**src/rtl/ps_grant_hold.sv**
```systemverilog
// ps_grant_hold: locks a one-hot selector grant into registered ownership until
// done, request drop or hold limit, with a one-cycle cool-down gap between owners.
module ps_grant_hold #(
   parameter int MAX_HOLD = 8
) (
   input  logic       i_clock,
   input  logic       i_reset_n,
   input  logic [3:0] i_req,
   input  logic [3:0] i_sel_gnt,
   input  logic       i_sel_req_up,
   input  logic       i_done,
   output logic       o_sel_en,
   output logic [3:0] o_gnt,
   output logic       o_busy,
   output logic       o_timeout,
   output logic       o_err
);
   localparam int CNT_W = $clog2(MAX_HOLD + 1);
   typedef enum logic [1:0] {S_IDLE, S_OWN, S_COOL} state_t;
   state_t           r_state, w_state_nxt;
   logic [3:0]       r_gnt, w_gnt_nxt;
   logic [CNT_W-1:0] r_cnt, w_cnt_nxt;
   logic             r_timeout, w_timeout_nxt;
   logic             r_err, w_err_nxt;
   logic             w_onehot, w_rel;
   assign w_onehot = (i_sel_gnt != 4'd0) && ((i_sel_gnt & (i_sel_gnt - 4'd1)) == 4'd0);
   assign w_rel    = i_done | ~|(i_req & r_gnt);
   always_comb begin
      w_state_nxt   = r_state;
      w_gnt_nxt     = r_gnt;
      w_cnt_nxt     = r_cnt;
      w_timeout_nxt = 1'b0;
      w_err_nxt     = r_err;
      case (r_state)
         S_IDLE: begin
            if (i_sel_req_up && w_onehot) begin
               w_gnt_nxt   = i_sel_gnt;
               w_cnt_nxt   = CNT_W'(1);
               w_state_nxt = S_OWN;
            end else if (i_sel_req_up) begin
               w_err_nxt = 1'b1;
            end
         end
         S_OWN: begin
            // release by the owner wins over the hold limit
            if (w_rel) begin
               w_gnt_nxt   = 4'd0;
               w_state_nxt = S_COOL;
            end else if (r_cnt == CNT_W'(MAX_HOLD)) begin
               w_gnt_nxt     = 4'd0;
               w_timeout_nxt = 1'b1;
               w_state_nxt   = S_COOL;
            end else begin
               w_cnt_nxt = r_cnt + CNT_W'(1);
            end
         end
         S_COOL: begin
            w_gnt_nxt   = 4'd0;
            w_cnt_nxt   = '0;
            w_state_nxt = S_IDLE;
         end
         default: begin
            w_gnt_nxt   = 4'd0;
            w_cnt_nxt   = '0;
            w_state_nxt = S_IDLE;
         end
      endcase
   end
   always_ff @(posedge i_clock or negedge i_reset_n) begin
      if (!i_reset_n) begin
         r_state   <= S_IDLE;
         r_gnt     <= 4'd0;
         r_cnt     <= '0;
         r_timeout <= 1'b0;
         r_err     <= 1'b0;
      end else begin
         r_state   <= w_state_nxt;
         r_gnt     <= w_gnt_nxt;
         r_cnt     <= w_cnt_nxt;
         r_timeout <= w_timeout_nxt;
         r_err     <= w_err_nxt;
      end
   end
   assign o_sel_en  = (r_state == S_IDLE);
   assign o_gnt     = r_gnt;
   assign o_busy    = (r_state == S_OWN);
   assign o_timeout = r_timeout;
   assign o_err     = r_err;
endmodule

```
**config.mk**
```make
export PLATFORM = sky130hd
export DESIGN_NAME = ps_grant_hold
export DESIGN_NICKNAME = d
export VERILOG_FILES = /design/src/rtl/ps_grant_hold.sv
export SDC_FILE = /design/constraint.sdc
export NUM_CORES = 1
export LEC_CHECK = 0
export BUFFER_PORTS_ARGS = -buffer_cell sky130_fd_sc_hd__buf_2
export CELL_PAD_IN_SITES_DETAIL_PLACEMENT = 0
export CELL_PAD_IN_SITES_GLOBAL_PLACEMENT = 1
export CORE_MARGIN = 2
export CORE_UTILIZATION = 40
export DETAILED_ROUTE_END_ITERATION = 10
export PLACE_DENSITY = 0.85
export SLEW_MARGIN = 20
export SYNTH_ARGS = -nofsm -noshare
export SYNTH_HDL_FRONTEND = slang
export SYNTH_SLANG_ARGS = --single-unit
```
**constraint.sdc**
```tcl
create_clock -name i_clock -period 5.1 [get_ports i_clock]
set_input_delay 1.02 -clock i_clock [delete_from_list [all_inputs] [get_ports i_clock]]
set_output_delay 1.02 -clock i_clock [all_outputs]
set_load 0.02 [all_outputs]
```
==> impl_results.rst <==
.. list-table::
   :header-rows: 1

   * - Metric
     - Value
   * - Status
     - completed
   * - Aggregate global routing overflow
     - 0
   * - RD Place Congestion
     - 0.799
   * - Post-route fraction of the period consumed by the critical path
     - 0.517
   * - Biggest area contributors in the synthesized netlist
     - sky130_fd_sc_hd__dfrtp_1, sky130_fd_sc_hd__nand3_1, sky130_fd_sc_hd__o211ai_1, sky130_fd_sc_hd__ha_1, sky130_fd_sc_hd__nand4_1
   * - Amount of wire on met2 after detailed routing
     - 737 um
   * - Final setup viols
     - 0
   * - Die boundary height
     - 46.1 um
   * - Critical path capture point type
     - output pin
   * - Clock slew at reported path FFs
     - 0.08 ns
   * - Reg2reg path depth
     - 6
   * - TritonCTS clock tree
     - yes
   * - Detailed router's first-iteration violation count
     - 21
   * - Fmax achieved
     - 379 MHz
   * - Post-Syn Nets
     - 87
   * - Pwr/cell area
     - 312 nW/um2
   * - Count of final hold-check violations
     - 0
   * - Post-synthesis cell count
     - 73
   * - Met3 wire length
     - 77 um
   * - Area growth, synth to finish
     - 19.1%
   * - Count of yosys warnings during synthesis
     - 0
   * - Worst Tran Pin Value
     - 0.828 ns
   * - Largest net degree at the start of global routing
     - 15
   * - Residual DRC count
     - 0
   * - Number of buffers added to fix hold violations after cts
     - 0
   * - Number of different library cells in the post-synthesis netlist
     - 27
   * - Final clock skew
     - 0.00758 ns
   * - Antenna-violating nets left
     - 0
   * - Wire length of the first global-routing pass
     - 2700 um
   * - Register area share after synthesis
     - 0.424
   * - Mean routed wirelength per cell
     - 14.4 um
   * - Max-slew violation count
     - 0
   * - Overall routing resource usage
     - 0.179
   * - Count of antenna diodes in the layout
     - 0
   * - Initial standard-cell utilization of the core
     - 0.419
   * - Post-layout minimum cycle time
     - 2.64 ns
   * - H-tree depth
     - 1
   * - Avg Cell Area, Syn
     - 9.70 um2
   * - Number of antenna violations at the first check in global routing
     - 0
   * - Most numerous cell in the Yosys netlist
     - sky130_fd_sc_hd__nand3_1
   * - Met1 layer wirelength in the final routing
     - 771 um
   * - Accumulated negative setup slack
     - 0 ns
   * - Maximum root-to-sink buffer count
     - 2
   * - Classification of the worst-slack hold path
     - flip-flop to flip-flop
   * - Post-cts resize count
     - 0
   * - Buffers inserted by post-CTS timing repair
     - 0
   * - Worst Hold Launch
     - r_state[1]
   * - Post-synth EDFFs
     - 0
   * - End of the worst hold path
     - r_cnt[0]
   * - Worst-Skew Late Latency
     - 0.27 ns
   * - Launching element type of the critical path
     - flip-flop
   * - Asr flop ratio synth
     - 1.00
   * - Endpoint required time on the critical path
     - 4.08 ns
   * - Die width
     - 46.1 um
   * - Final nets
     - 110
   * - Die area
     - 2120 um2
   * - WP data arrival
     - 1.62 ns
   * - Pre-CTS setup slack
     - 2.76 ns
   * - Average via count per standard cell
     - 5.95
   * - Setup Crit Path Kind
     - flip-flop to output pin
   * - Max-cap check violation count
     - 0
   * - Cell row count
     - 15
   * - Total Wirelength
     - 1590 um
   * - Topmost layer with routed signal wires
     - met4
   * - Sum of internal, switching and leakage power
     - 0.000263 W
   * - Root buffer cell
     - sky130_fd_sc_hd__clkbuf_4
   * - Detailed placer's ending HPWL
     - 1240 um
   * - Top-level port count
     - 20
   * - Share of cells above drive strength 1
     - 0.287
   * - Share of Yosys cell area claimed by the top area cell type
     - 0.424
   * - Total clock buffers created by CTS
     - 3
   * - Peak supply drop
     - 169 uV
   * - Worst Path Max Fanout
     - 14
   * - Reg-to-reg setup timing slack
     - 3.22 ns
   * - FF-to-FF End
     - r_cnt[2]
   * - Leak pwr
     - 0.391 nW
   * - Primary FF master, synth
     - sky130_fd_sc_hd__dfrtp_1
   * - Core Box Area
     - 1690 um2
   * - Via count
     - 660
   * - R2R Path Start
     - r_cnt[0]
   * - RSZ-0062 raised after global routing
     - no
   * - Number of port buffers
     - 19
   * - Headroom to the max-slew limit
     - 0.446
   * - Yosys reg bits
     - 12
   * - Worst hold slack across all endpoints
     - 0.467 ns
   * - Number of global-route vias before repair
     - 622
   * - Clock sinks
     - 12
   * - Cell taking the most area after synthesis
     - sky130_fd_sc_hd__dfrtp_1
   * - Number of optimization iterations in the first detailed-route pass
     - 4
   * - Final WS setup
     - 2.46 ns
   * - Post-synthesis cell area
     - 708 um2
   * - Worst hold stages
     - 1
   * - Top cells by count, synth
     - sky130_fd_sc_hd__nand3_1, sky130_fd_sc_hd__dfrtp_1, sky130_fd_sc_hd__o211ai_1
==> power breakdown <==
| group | internal (W) | switching [W] |
|---|---|---|
| Clock | 0.0000274 | 0.0000313 |
| Combinational | 0.0000293 | 0.0000505 |
| Sequential | 0.000109 | 0.0000159 |
| Total | 0.000165 | 0.0000977 |
==> layout by cell type (no fill, tap or decap), types with 3 or more instances in the layout <==
| cell | netlist | routed |
|---|---|---|
| sky130_fd_sc_hd__buf_2 | 0 | 19 |
| sky130_fd_sc_hd__nand3_1 | 15 | 15 |
| sky130_fd_sc_hd__dfrtp_1 | 12 | 12 |
| sky130_fd_sc_hd__o211ai_1 | 6 | 6 |
| sky130_fd_sc_hd__inv_1 | 5 | 5 |
| sky130_fd_sc_hd__nand4_1 | 4 | 4 |
| sky130_fd_sc_hd__nor2_1 | 3 | 3 |
| sky130_fd_sc_hd__nand2_1 | 3 | 3 |
| sky130_fd_sc_hd__clkbuf_4 | 0 | 3 |
==> area by class of cell <==
cell class / count / area, um2
Fill cell: 158 / 846
Clock buffer: 3 / 22.5
Multi-Input combinational cell: 55 / 385
Sequential cell: 12 / 300
Tap cell: 17 / 21.3
Timing Repair Buffer: 19 / 95.1
Inverter: 5 / 18.8
==> kinds of logic after synthesis <==
group | after synthesis | synth area share
adder cells (fa/ha/maj) | 2 | 0.0353
buffers and inverters | 6 | 0.0318
AO/OA/AOI/OAI | 19 | 0.228
flip-flops | 12 | 0.424
XOR/XNOR | 2 | 0.0247
AND/OR/NAND/NOR | 32 | 0.256
==> state kept, by name, summed over array words and instances (netlist names) <==
signal and cells:
o_gnt 4, r_state 2, o_timeout 1, o_err 1, r_cnt 4
==> stage by stage <==
step | std cells | util | instance area (um2)
2_1_floorplan | 73 | - | 708
3_3_place_gp | 108 | 0.486 | 821
3_5_place_dp | 108 | 0.486 | 821
4_1_cts | 111 | 0.499 | 843
5_1_grt | 111 | 0.499 | 843
6_report | 111 | 0.499 | 843
==> worst max-delay path by stage <==
stage	startpoint	endpoint	cells past startpoint
detailed placement	r_state[0]	o_sel_en	2
global placement	i_sel_gnt[2]	r_cnt[1]	5
global route	r_state[0]	o_sel_en	2
finish	r_state[0]	o_sel_en	2
floorplan	i_sel_gnt[2]	o_gnt[0]	4
CTS	r_state[0]	o_sel_en	2
==> per-layer routing <==
metal | up-vias | track usage
met5 | - | 0
met4 | 0 | 0.0343
met3 | 2 | 0.0588
met2 | 17 | 0.267
met1 | 310 | 0.254
li1 | 331 | -
==> critical path, stage by stage, from the launching register on <==
cell	delay [ns]
sky130_fd_sc_hd__dfrtp_1	0.40
sky130_fd_sc_hd__nor2_1	0.65
sky130_fd_sc_hd__buf_2	0.30
Power figures use the tool's default switching activity.
